`src/rtl/neuron_row_mac_if.sv`:
```
// Handshake and ROM bus of neuron_row_mac: vector input, weight-row read, serial results.
interface neuron_row_mac_if #(
    parameter int M      = 8,
    parameter int N      = 16,
    parameter int ADDR_W = 2
);
    logic             in_valid;
    logic             in_ready;
    logic [M*N-1:0]   x;
    logic [ADDR_W:0]  addr;
    logic [M*N-1:0]   W;
    logic             out_valid;
    logic             out_ready;
    logic [N-1:0]     y;
    logic [ADDR_W:0]  y_idx;
    logic             done;

    modport master (
        output in_valid, x, W, out_ready,
        input  in_ready, addr, out_valid, y, y_idx, done
    );

    modport slave (
        input  in_valid, x, W, out_ready,
        output in_ready, addr, out_valid, y, y_idx, done
    );
endinterface

```
`src/rtl/neuron_row_mac.sv`:
```
// Row-serial sign-magnitude Q6.9 dot-product engine reading weight rows from a combinational ROM.
// Optional ReLU on each result: define NEURON_ROW_MAC_RELU_EN.
module neuron_row_mac #(
    parameter int M      = 8,
    parameter int S      = 8,
    parameter int N      = 16,
    parameter int ADDR_W = 2,
    parameter int FRAC   = 9,
    parameter int ACC_W  = 32
) (
    input  logic             clk,
    input  logic             rst,
    neuron_row_mac_if.slave  bus
);
    localparam int KW    = (M > 1) ? $clog2(M) : 1;
    localparam int MAG_W = 2 * (N - 1);
    localparam logic signed [ACC_W-1:0] MAX_MAG = ACC_W'((1 << (N - 1)) - 1);

    typedef enum logic [1:0] {IDLE, MAC, OUT} state_t;

    state_t                    state, state_nxt;
    logic [M*N-1:0]            x_p0;
    logic [KW-1:0]             k;
    logic [ADDR_W:0]           addr;
    logic signed [ACC_W-1:0]   acc_p0;
    logic signed [ACC_W-1:0]   prod_p0;
    logic signed [ACC_W-1:0]   acc_sum;
    logic [N-1:0]              y_p1;
    logic                      done_q;
    logic                      accept, out_fire, k_last, row_last;

    // Sign-magnitude product, truncated back to Q6.9; a negated zero is still zero.
    function automatic logic signed [ACC_W-1:0] sm_product(input logic [N-1:0] a, input logic [N-1:0] b);
        logic [MAG_W-1:0] full;
        logic [ACC_W-1:0] mag;
        full = a[N-2:0] * b[N-2:0];
        mag  = ACC_W'(full >> FRAC);
        return (a[N-1] ^ b[N-1]) ? -$signed(mag) : $signed(mag);
    endfunction

    function automatic logic [N-1:0] to_sign_mag(input logic signed [ACC_W-1:0] v);
        logic [N-2:0] neg_mag;
        neg_mag = (N-1)'(-v);
        if (v > MAX_MAG)
            return {1'b0, {(N-1){1'b1}}};
        else if (v < -MAX_MAG)
            return {N{1'b1}};
        else if (v < 0)
            return {1'b1, neg_mag};
        else
            return {1'b0, v[N-2:0]};
    endfunction

    function automatic logic [N-1:0] relu(input logic [N-1:0] v);
`ifdef NEURON_ROW_MAC_RELU_EN
        return v[N-1] ? '0 : v;
`else
        return v;
`endif
    endfunction

    assign k_last   = (k == KW'(M - 1));
    assign row_last = (addr == (ADDR_W+1)'(S - 1));
    assign prod_p0  = sm_product(x_p0[k*N +: N], bus.W[k*N +: N]);
    assign acc_sum  = acc_p0 + prod_p0;

    always_comb begin
        state_nxt = state;
        accept    = 1'b0;
        out_fire  = 1'b0;
        case (state)
            IDLE: if (bus.in_valid) begin
                accept    = 1'b1;
                state_nxt = MAC;
            end
            MAC: if (k_last) state_nxt = OUT;
            OUT: if (bus.out_ready) begin
                out_fire  = 1'b1;
                state_nxt = row_last ? IDLE : MAC;
            end
            default: state_nxt = IDLE;
        endcase
    end

    always_ff @(posedge clk) begin
        if (rst) state <= IDLE;
        else     state <= state_nxt;
    end

    // Stage p0: latched input vector, only captured on the accepting handshake
    always_ff @(posedge clk) begin
        if (accept) x_p0 <= bus.x;
    end

    // Stage p1: accumulate one element per MAC cycle, convert on the last element
    always_ff @(posedge clk) begin
        if (rst) begin
            addr   <= '0;
            k      <= '0;
            acc_p0 <= '0;
            y_p1   <= '0;
            done_q <= 1'b0;
        end else begin
            done_q <= out_fire && row_last;
            if (accept) begin
                addr   <= '0;
                k      <= '0;
                acc_p0 <= '0;
            end else if (state == MAC) begin
                acc_p0 <= acc_sum;
                k      <= k_last ? '0 : k + 1'b1;
                if (k_last) y_p1 <= relu(to_sign_mag(acc_sum));
            end else if (out_fire && !row_last) begin
                addr   <= addr + 1'b1;
                k      <= '0;
                acc_p0 <= '0;
            end
        end
    end

    assign bus.in_ready  = (state == IDLE);
    assign bus.out_valid = (state == OUT);
    assign bus.addr      = addr;
    assign bus.y         = y_p1;
    assign bus.y_idx     = addr;
    assign bus.done      = done_q;
endmodule
```
`src/flat_wrapper.sv`:
```
// flat-port wrapper written by rule: the top's interface ports become plain ports
module neuron_row_mac_flat 
#(
    parameter int M      = 8,
    parameter int S      = 8,
    parameter int N      = 16,
    parameter int ADDR_W = 2,
    parameter int FRAC   = 9,
    parameter int ACC_W  = 32
)
  (clk, rst, bus_in_valid, bus_x, bus_W, bus_out_ready, bus_in_ready, bus_addr, bus_out_valid, bus_y, bus_y_idx, bus_done);
  neuron_row_mac_if #(.M(M), .N(N), .ADDR_W(ADDR_W)) bus_i ();
  input  logic clk;
  input  logic rst;
  input wire logic [$bits(bus_i.in_valid)-1:0] bus_in_valid;
  input wire logic [$bits(bus_i.x)-1:0] bus_x;
  input wire logic [$bits(bus_i.W)-1:0] bus_W;
  input wire logic [$bits(bus_i.out_ready)-1:0] bus_out_ready;
  output wire logic [$bits(bus_i.in_ready)-1:0] bus_in_ready;
  output wire logic [$bits(bus_i.addr)-1:0] bus_addr;
  output wire logic [$bits(bus_i.out_valid)-1:0] bus_out_valid;
  output wire logic [$bits(bus_i.y)-1:0] bus_y;
  output wire logic [$bits(bus_i.y_idx)-1:0] bus_y_idx;
  output wire logic [$bits(bus_i.done)-1:0] bus_done;
  assign bus_i.in_valid = bus_in_valid;
  assign bus_i.x = bus_x;
  assign bus_i.W = bus_W;
  assign bus_i.out_ready = bus_out_ready;
  assign bus_in_ready = bus_i.in_ready;
  assign bus_addr = bus_i.addr;
  assign bus_out_valid = bus_i.out_valid;
  assign bus_y = bus_i.y;
  assign bus_y_idx = bus_i.y_idx;
  assign bus_done = bus_i.done;
  neuron_row_mac #(.M(M), .S(S), .N(N), .ADDR_W(ADDR_W), .FRAC(FRAC), .ACC_W(ACC_W)) u_core (.clk(clk), .rst(rst), .bus(bus_i));
endmodule
```
`config.mk`:
```
export PLATFORM = sky130hd
export DESIGN_NAME = neuron_row_mac_flat
export DESIGN_NICKNAME = d
export VERILOG_FILES = /design/src/rtl/neuron_row_mac_if.sv /design/src/rtl/neuron_row_mac.sv /design/src/flat_wrapper.sv
export SDC_FILE = /design/constraint.sdc
export NUM_CORES = 1
export LEC_CHECK = 0
export ABC_AREA = 1
export BUFFER_PORTS_ARGS = -buffer_cell sky130_fd_sc_hd__buf_4
export CORE_MARGIN = 2
export CORE_UTILIZATION = 64
export DETAILED_ROUTE_END_ITERATION = 8
export PLACE_DENSITY = 0.88
export SLEW_MARGIN = 20
export SYNTH_ARGS = -nofsm -noshare
export SYNTH_HDL_FRONTEND = slang
export SYNTH_SLANG_ARGS = --single-unit
```
`constraint.sdc`:
```
create_clock -name clk -period 26.3 [get_ports clk]
set_input_delay 6.575 -clock clk [delete_from_list [all_inputs] [get_ports clk]]
set_output_delay 6.575 -clock clk [all_outputs]
set_load 0.02 [all_outputs]
```
==> results of run 1 <==
## final cells by class
| type | instances | area, um2 |
|---|---|---|
| inverter | 437 | 1640 |
| multi-input combinational | 1749 | 11900 |
| fill | 2097 | 6980 |
| antenna | 1 | 2.50 |
| timing repair buffer | 300 | 2250 |
| clock inverter | 15 | 184 |
| clock buffer | 17 | 425 |
| sequential | 185 | 4990 |
| tap | 384 | 480 |
## stage by stage
step                area (um2)  hold WS, ns   util  setup WS (ns)  instances
finish                   21900        0.471  0.758           9.10       3088
global route             21900        0.498  0.758           8.47       3088
CTS                      21900        0.473  0.758           9.32       3087
detailed placement       21300        0.461  0.737           8.84       3055
global placement         21300        0.455  0.737           8.88       3055
floorplan                18900        0.445      -          10.86       2451
## cells in the final DEF, fill, tap and decap left out, types with 54 or more instances in the layout
cell type / instances
nand2_1: 464
inv_1: 417
nor2_1: 344
buf_4: 300
o21ai_0: 170
fa_1: 167
ha_1: 131
edfxtp_1: 128
nand3_1: 103
a21oi_1: 94
dfxtp_1: 55
o22ai_1: 54
## flip-flops by register name (all words and copies together), names as in the netlist
name / count
u_core.bus.addr: 3
u_core.bus.y: 16
u_core.bus.done: 1
u_core.acc_p0: 32
u_core.k: 3
u_core.x_p0: 128
u_core.state: 2
## worst paths after layout
| check | to | slack [ns] | cells after the start |
|---|---|---|---|
| max | u_core.bus.y[6]$_SDFFE_PP0P_ | 9.10 | 49 |
| min | u_core.acc_p0[2]$_SDFFE_PP0P_ | 0.47 | 2 |
| max reg2reg | u_core.bus.y[6]$_SDFFE_PP0P_ | 13.08 | 50 |
| min reg2reg | u_core.acc_p0[2]$_SDFFE_PP0P_ | 0.47 | 2 |
## cells by family (layout without fill, tap and decap cells)
kind of cell             count (synthesis)  after routing  synth area share
AND/OR/NAND/NOR                        996            996             0.220
other                                    0              1                 0
AO/OA/AOI/OAI                          392            392             0.116
adder cells (fa/ha/maj)                298            298             0.264
XOR/XNOR                                63             63            0.0300
flip-flops                             185            185             0.264
buffers and inverters                  517            769             0.106
## layer usage
layer	track usage	wire length (um)	up-vias
li1	-	-	8285
met1	0.533	23700	8517
met2	0.623	26800	1127
met3	0.0777	6300	153
met4	0.152	2230	0
met5	0	0	-
## worst min-delay path: cells and delay by family (launching register included)
family,cells,cell delay [ns]
AOI/OAI and AO/OA,1,0.05
and+or+nand+nor,1,0.06
DFF,1,0.32
==> metrics.md, run 1 <==
| Metric | Value |
|---|---|
| Outcome | `completed` |
| Synth top area cells | `edfxtp_1 20%, fa_1 18%, nand2_1 9.2%` |
| Core area | `0.0289 mm2` |
| RSZ-0062 raised after global routing | `false` |
| Worst Path Arrival | `17.53 ns` |
| Largest net degree at the start of global routing | `96` |
| Max Cap Viol | `0` |
| Startpoint Class | `primary input` |
| Async SR Flop Fraction | `0` |
| Detailed-placement wirelength estimate | `46,500 um` |
| # hold bufs at CTS | `0` |
| Post-CTS Resized | `0` |
| # port buffers | `284` |
| Die height | `176 um` |
| Setup violations, final | `0` |
| Clk Latency, worst-skew pair | `0.47 ns` |
| Post-CTS setup buffers | `0` |
| DRC viols | `0` |
| Total Routing Usage GR | `0.392` |
| Detailed Routing Iterations Pass 1 | `7` |
| Initial antenna violation count | `1` |
| Setup Crit Path Kind | `in -> reg` |
| Max-slew violations | `0` |
| Final min period | `17.20 ns` |
| Main synth FF type | `edfxtp_1` |
| Via/cell ratio | `5.86` |
| Number of synthesis warnings | `0` |
| Fraction of layout cells with a size suffix above 1 | `0.147` |
| Syn nets | `3,009` |
| Count leader, synth | `nand2_1` |
| Placer Congestion | `1.04` |
| Final period utilization | `0.654` |
| Setup TNS | `0 ns` |
| Max Fclk | `58.1 MHz` |
| Sink Count | `185` |
| Final #Nets | `3,248` |
| Worst Skew | `0.0116 ns` |
| Hold WC Path Type | `reg -> reg` |
| Delay-heaviest family, CP | `adder cells` |
| CTS tree | `done` |
| Synth Register Bits | `185` |
| Via Count | `18,100` |
| Syn Inst Count | `2,451` |
| Critical Path Fanout Max | `16` |
| H-Tree Depth | `4` |
| CTS Buf Count | `17` |
| Clock Tree Buf Depth | `2` |
| Routed Wire Length | `59,000 um` |
| Share of the synthesized area in the top cell type | `0.204` |
| Biggest area consumer among synthesized cells | `edfxtp_1` |
| Crit path largest cell delay | `0.55 ns` |
| Clock-pin transition on the worst setup and hold timing paths | `0.07 ns` |
| Hold Path Origin | `u_core.acc_p0[2]$_SDFFE_PP0P_` |
| Area growth, synth to finish | `15.9%` |
| Die area | `0.0309 mm2` |
| Starting Density | `0.654` |
| Fin. Hold Viols | `0` |
| Unique masters post-synth | `51` |
| First-pass GRT wire length | `93,700 um` |
| Root Buffer | `clkbuf_16` |
| Synthesized area | `0.0189 mm2` |
| Number of global-route vias before repair | `17,900` |
| Crit path buffers/inverters | `8` |
| Worst Max-Slew Pin Slew | `1.13 ns` |
| I/O pins | `285` |
| Worst R2R Start | `u_core.k[0]$_SDFFE_PP0P_` |
| Iteration-0 DRC Markers | `1,873` |
| Synthesized area per cell | `7.70 um2` |
| Ranking of synthesized cells by instance count | `464 x nand2_1, 418 x inv_1, 345 x nor2_1, 170 x o21ai_0, 167 x fa_1` |
| Antenna-violating nets left | `0` |
| Critical Path Source | `bus_W[108]` |
| Routed length per instance | `19.1 um` |
| CP most frequent cell | `nand2_1` |
| Element type at the critical path end | `register` |
| Die X | `176 um` |
| Critical Path RT | `26.63 ns` |
| Crit-path slowest cell | `fa_1` |
| Post-synth EDFFs | `128` |
| Sequential share of the synthesized area | `0.264` |
| Site row count | `62` |
| Grt total ovfl | `0` |
| Max-slew headroom | `0.240` |
Power of run 1 is not shown: default switching activity piles up to over one toggle a cycle in this logic, so the estimate is an artifact.
==> run 2, diff against run 1 <==
Settings changed: CORE_UTILIZATION 64 to 54, PLACE_DENSITY 0.88 to 0.79.
Clock period 26.3 ns to 15.65 ns, I/O delays scaled along.
==> run 2 against run 1 <==
  * Cell area grew 0.62%
  * Register-to-register slack got worse by 11 ns
  * Critical path type unchanged
  * Highest routed layer unchanged
  * First-iteration DRC count decreased by 3.6%
  * Flip-flop and latch count did not move
  * Clock skew up 0.017 ns
  * Critical path depth did not move
  * Hold slack better by 0.0028 ns
  * Wire length decreased by 2.1%
==> metrics.md, run 2 (synthesized netlist as in run 1, its figures left out) <==
| Metric | Value |
|---|---|
| Final min period | `14.41 ns` |
| First-pass GRT wire length | `92,000 um (-1.8%)` |
| Post-CTS Resized | `0 (unchanged)` |
| Sink Count | `185 (unchanged)` |
| CTS Buf Count | `17 (unchanged)` |
| Routed length per instance | `18.2 um (-4.6%)` |
| Post-CTS setup buffers | `0 (unchanged)` |
| Outcome | `completed` |
| Setup violations, final | `0 (unchanged)` |
| H-Tree Depth | `4 (unchanged)` |
| Max-slew headroom | `0.253 (+0.0136)` |
| Final #Nets | `3,253 (+0.15%)` |
| Startpoint Class | `primary input` |
| Antenna-violating nets left | `0 (unchanged)` |
| Max Fclk | `69.4 MHz` |
| Commonest non-fill, non-tap cell in the layout | `nand2_1` |
| CTS tree | `done` |
| Initial antenna violation count | `6 (+5)` |
| I/O pins | `285 (unchanged)` |
| Critical Path RT | `15.96 ns (-10.67 ns)` |
| Final period utilization | `0.921` |
| Grt total ovfl | `0 (unchanged)` |
| M1 GR Usage | `0.443 (-0.0898)` |
| DP Area | `0.0214 mm2 (+0.57%)` |
| Max-slew violations | `0 (unchanged)` |
| Worst Max-Slew Pin Slew | `1.11 ns (-0.0203 ns)` |
| R2r setup slk | `2.58 ns (-10.50 ns)` |
| Critical Path Source | `bus_W[109]` |
| Setup Crit Path Kind | `in -> reg` |
| Die area | `0.0365 mm2 (+18%)` |
| Crit path largest cell delay | `0.57 ns (+0.02 ns)` |
| Number of global-route vias before repair | `17,600 (-1.6%)` |
| Element type at the critical path end | `register` |
| Iteration-0 DRC Markers | `1,806 (-3.6%)` |
| Detailed-placement wirelength estimate | `45,700 um (-1.7%)` |
| Critical Path Fanout Max | `16 (unchanged)` |
| Area growth, synth to finish | `16.6%` |
| # port buffers | `284 (unchanged)` |
| Largest net degree at the start of global routing | `73 (-24%)` |
| Hold WC Path Type | `reg -> reg` |
| Most frequent cells in the layout | `464 x nand2_1, 417 x inv_1, 344 x nor2_1, 305 x buf_4, 170 x o21ai_0` |
| Via Count | `17,500 (-3.1%)` |
| Die X | `191 um (+8.7%)` |
| Max Cap Viol | `0 (unchanged)` |
| Placer Congestion | `0.960 (-7.9%)` |
| RSZ-0062 raised after global routing | `false` |
| GRT busiest layer | `met2` |
| Worst R2R Start | `u_core.k[0]$_SDFFE_PP0P_` |
| # hold bufs at CTS | `0 (unchanged)` |
| Setup TNS | `0 ns (unchanged)` |
| Clk Latency, worst-skew pair | `0.46 ns (about the same)` |
| Detailed Routing Iterations Pass 1 | `5 (-2)` |
| Top reg by flops | `u_core.x_p0` |
| Design area | `0.0220 mm2 (+0.62%)` |
| Fraction of layout cells with a size suffix above 1 | `0.148 (+0.00158)` |
| Fin. Hold Viols | `0 (unchanged)` |
| Clock Tree Buf Depth | `2 (unchanged)` |
| Routed Wire Length | `57,700 um (-2.1%)` |
| Hold Path Origin | `u_core.acc_p0[0]$_SDFFE_PP0P_` |
| Site row count | `68 (+9.7%)` |
| DRC viols | `0 (unchanged)` |
| Met3 usage | `0.0551 (-0.0226)` |
| Starting Density | `0.548 (-0.106)` |
| Root Buffer | `clkbuf_16` |
| Worst Path Arrival | `14.72 ns (-2.81 ns)` |
| Max FFs per register | `128 (unchanged)` |
| Core area | `0.0345 mm2 (+19%)` |
| Fillers | `3,007 (+43%)` |
| Crit-path slowest cell | `clkinv_1` |
| Clock-pin transition on the worst setup and hold timing paths | `0.08 ns (about the same)` |
| Met2 usage | `0.520 (-0.103)` |
| Via/cell ratio | `5.53 (-5.6%)` |
| CP most frequent cell | `nand2_1` |
| Die height | `191 um (+8.7%)` |
| Worst Skew | `0.0286 ns (+0.0170 ns)` |
| Total Routing Usage GR | `0.326 (-0.0664)` |
==> run 2: changes by cell type in the layout (fill, tap and decap cells not counted) <==
cell | previous run | this run
inv_8 | 3 | 4
diode_2 | 1 | 7
nor2_2 | 4 | 5
inv_6 | 4 | 2
buf_4 | 300 | 305
nor2_4 | 8 | 7
clkinv_2 | 1 | 2
==> run 2: cell type report <==
| type | count | area [um2] | share of cell area |
|---|---|---|---|
| Multi-Input combinational cell | 1749 | 11900 | 0.540 |
| Sequential cell | 185 | 4990 | 0.227 |
| Timing Repair Buffer | 305 | 2290 | 0.104 |
| Inverter | 437 | 1640 | 0.0747 |
| Tap cell | 455 | 569 | 0.0259 |
| Clock buffer | 17 | 425 | 0.0193 |
| Clock inverter | 15 | 183 | 0.00830 |
| Antenna cell | 7 | 17.5 | 0.000796 |
==> run 2: worst paths after layout <==
check	to	cells past startpoint
setup / recovery	u_core.bus.y[3]$_SDFFE_PP0P_	49
hold / removal	u_core.acc_p0[0]$_SDFFE_PP0P_	2
setup reg to reg	u_core.bus.y[3]$_SDFFE_PP0P_	50
hold reg to reg	u_core.acc_p0[0]$_SDFFE_PP0P_	2
==> run 2: through the flow <==
| stage | worst slack (ns) | utilization | hold slack [ns] | std cells |
|---|---|---|---|---|
| after global routing | 0.244 | 0.639 | 0.489 | 3169 |
| after CTS | 1.30 | 0.638 | 0.474 | 3163 |
| after global placement | 0.882 | 0.621 | 0.451 | 3131 |
| after detailed placement | 0.850 | 0.621 | 0.461 | 3131 |
| final | 1.24 | 0.639 | 0.474 | 3170 |
| after floorplan | 2.88 | - | 0.445 | 2451 |
==> run 2: critical path, delay by kind of cell <==
family / cells / cell delay, ns
fa+ha+maj: 9 / 4.05
simple gates: 19 / 3.14
compound gates: 11 / 2.08
buf+inv: 8 / 1.09
xor+xnor: 2 / 0.42
==> run 2: routing by layer <==
| metal | vias to the layer above | wire, um | part of all wire |
|---|---|---|---|
| met3 | 133 | 5060 | 0.088 |
| met1 | 8291 | 24300 | 0.42 |
| met2 | 807 | 26300 | 0.46 |
| met4 | 0 | 2100 | 0.036 |
| li1 | 8297 | - | - |
| met5 | - | 0 | 0 |
Power of run 2 is left out for the same reason.
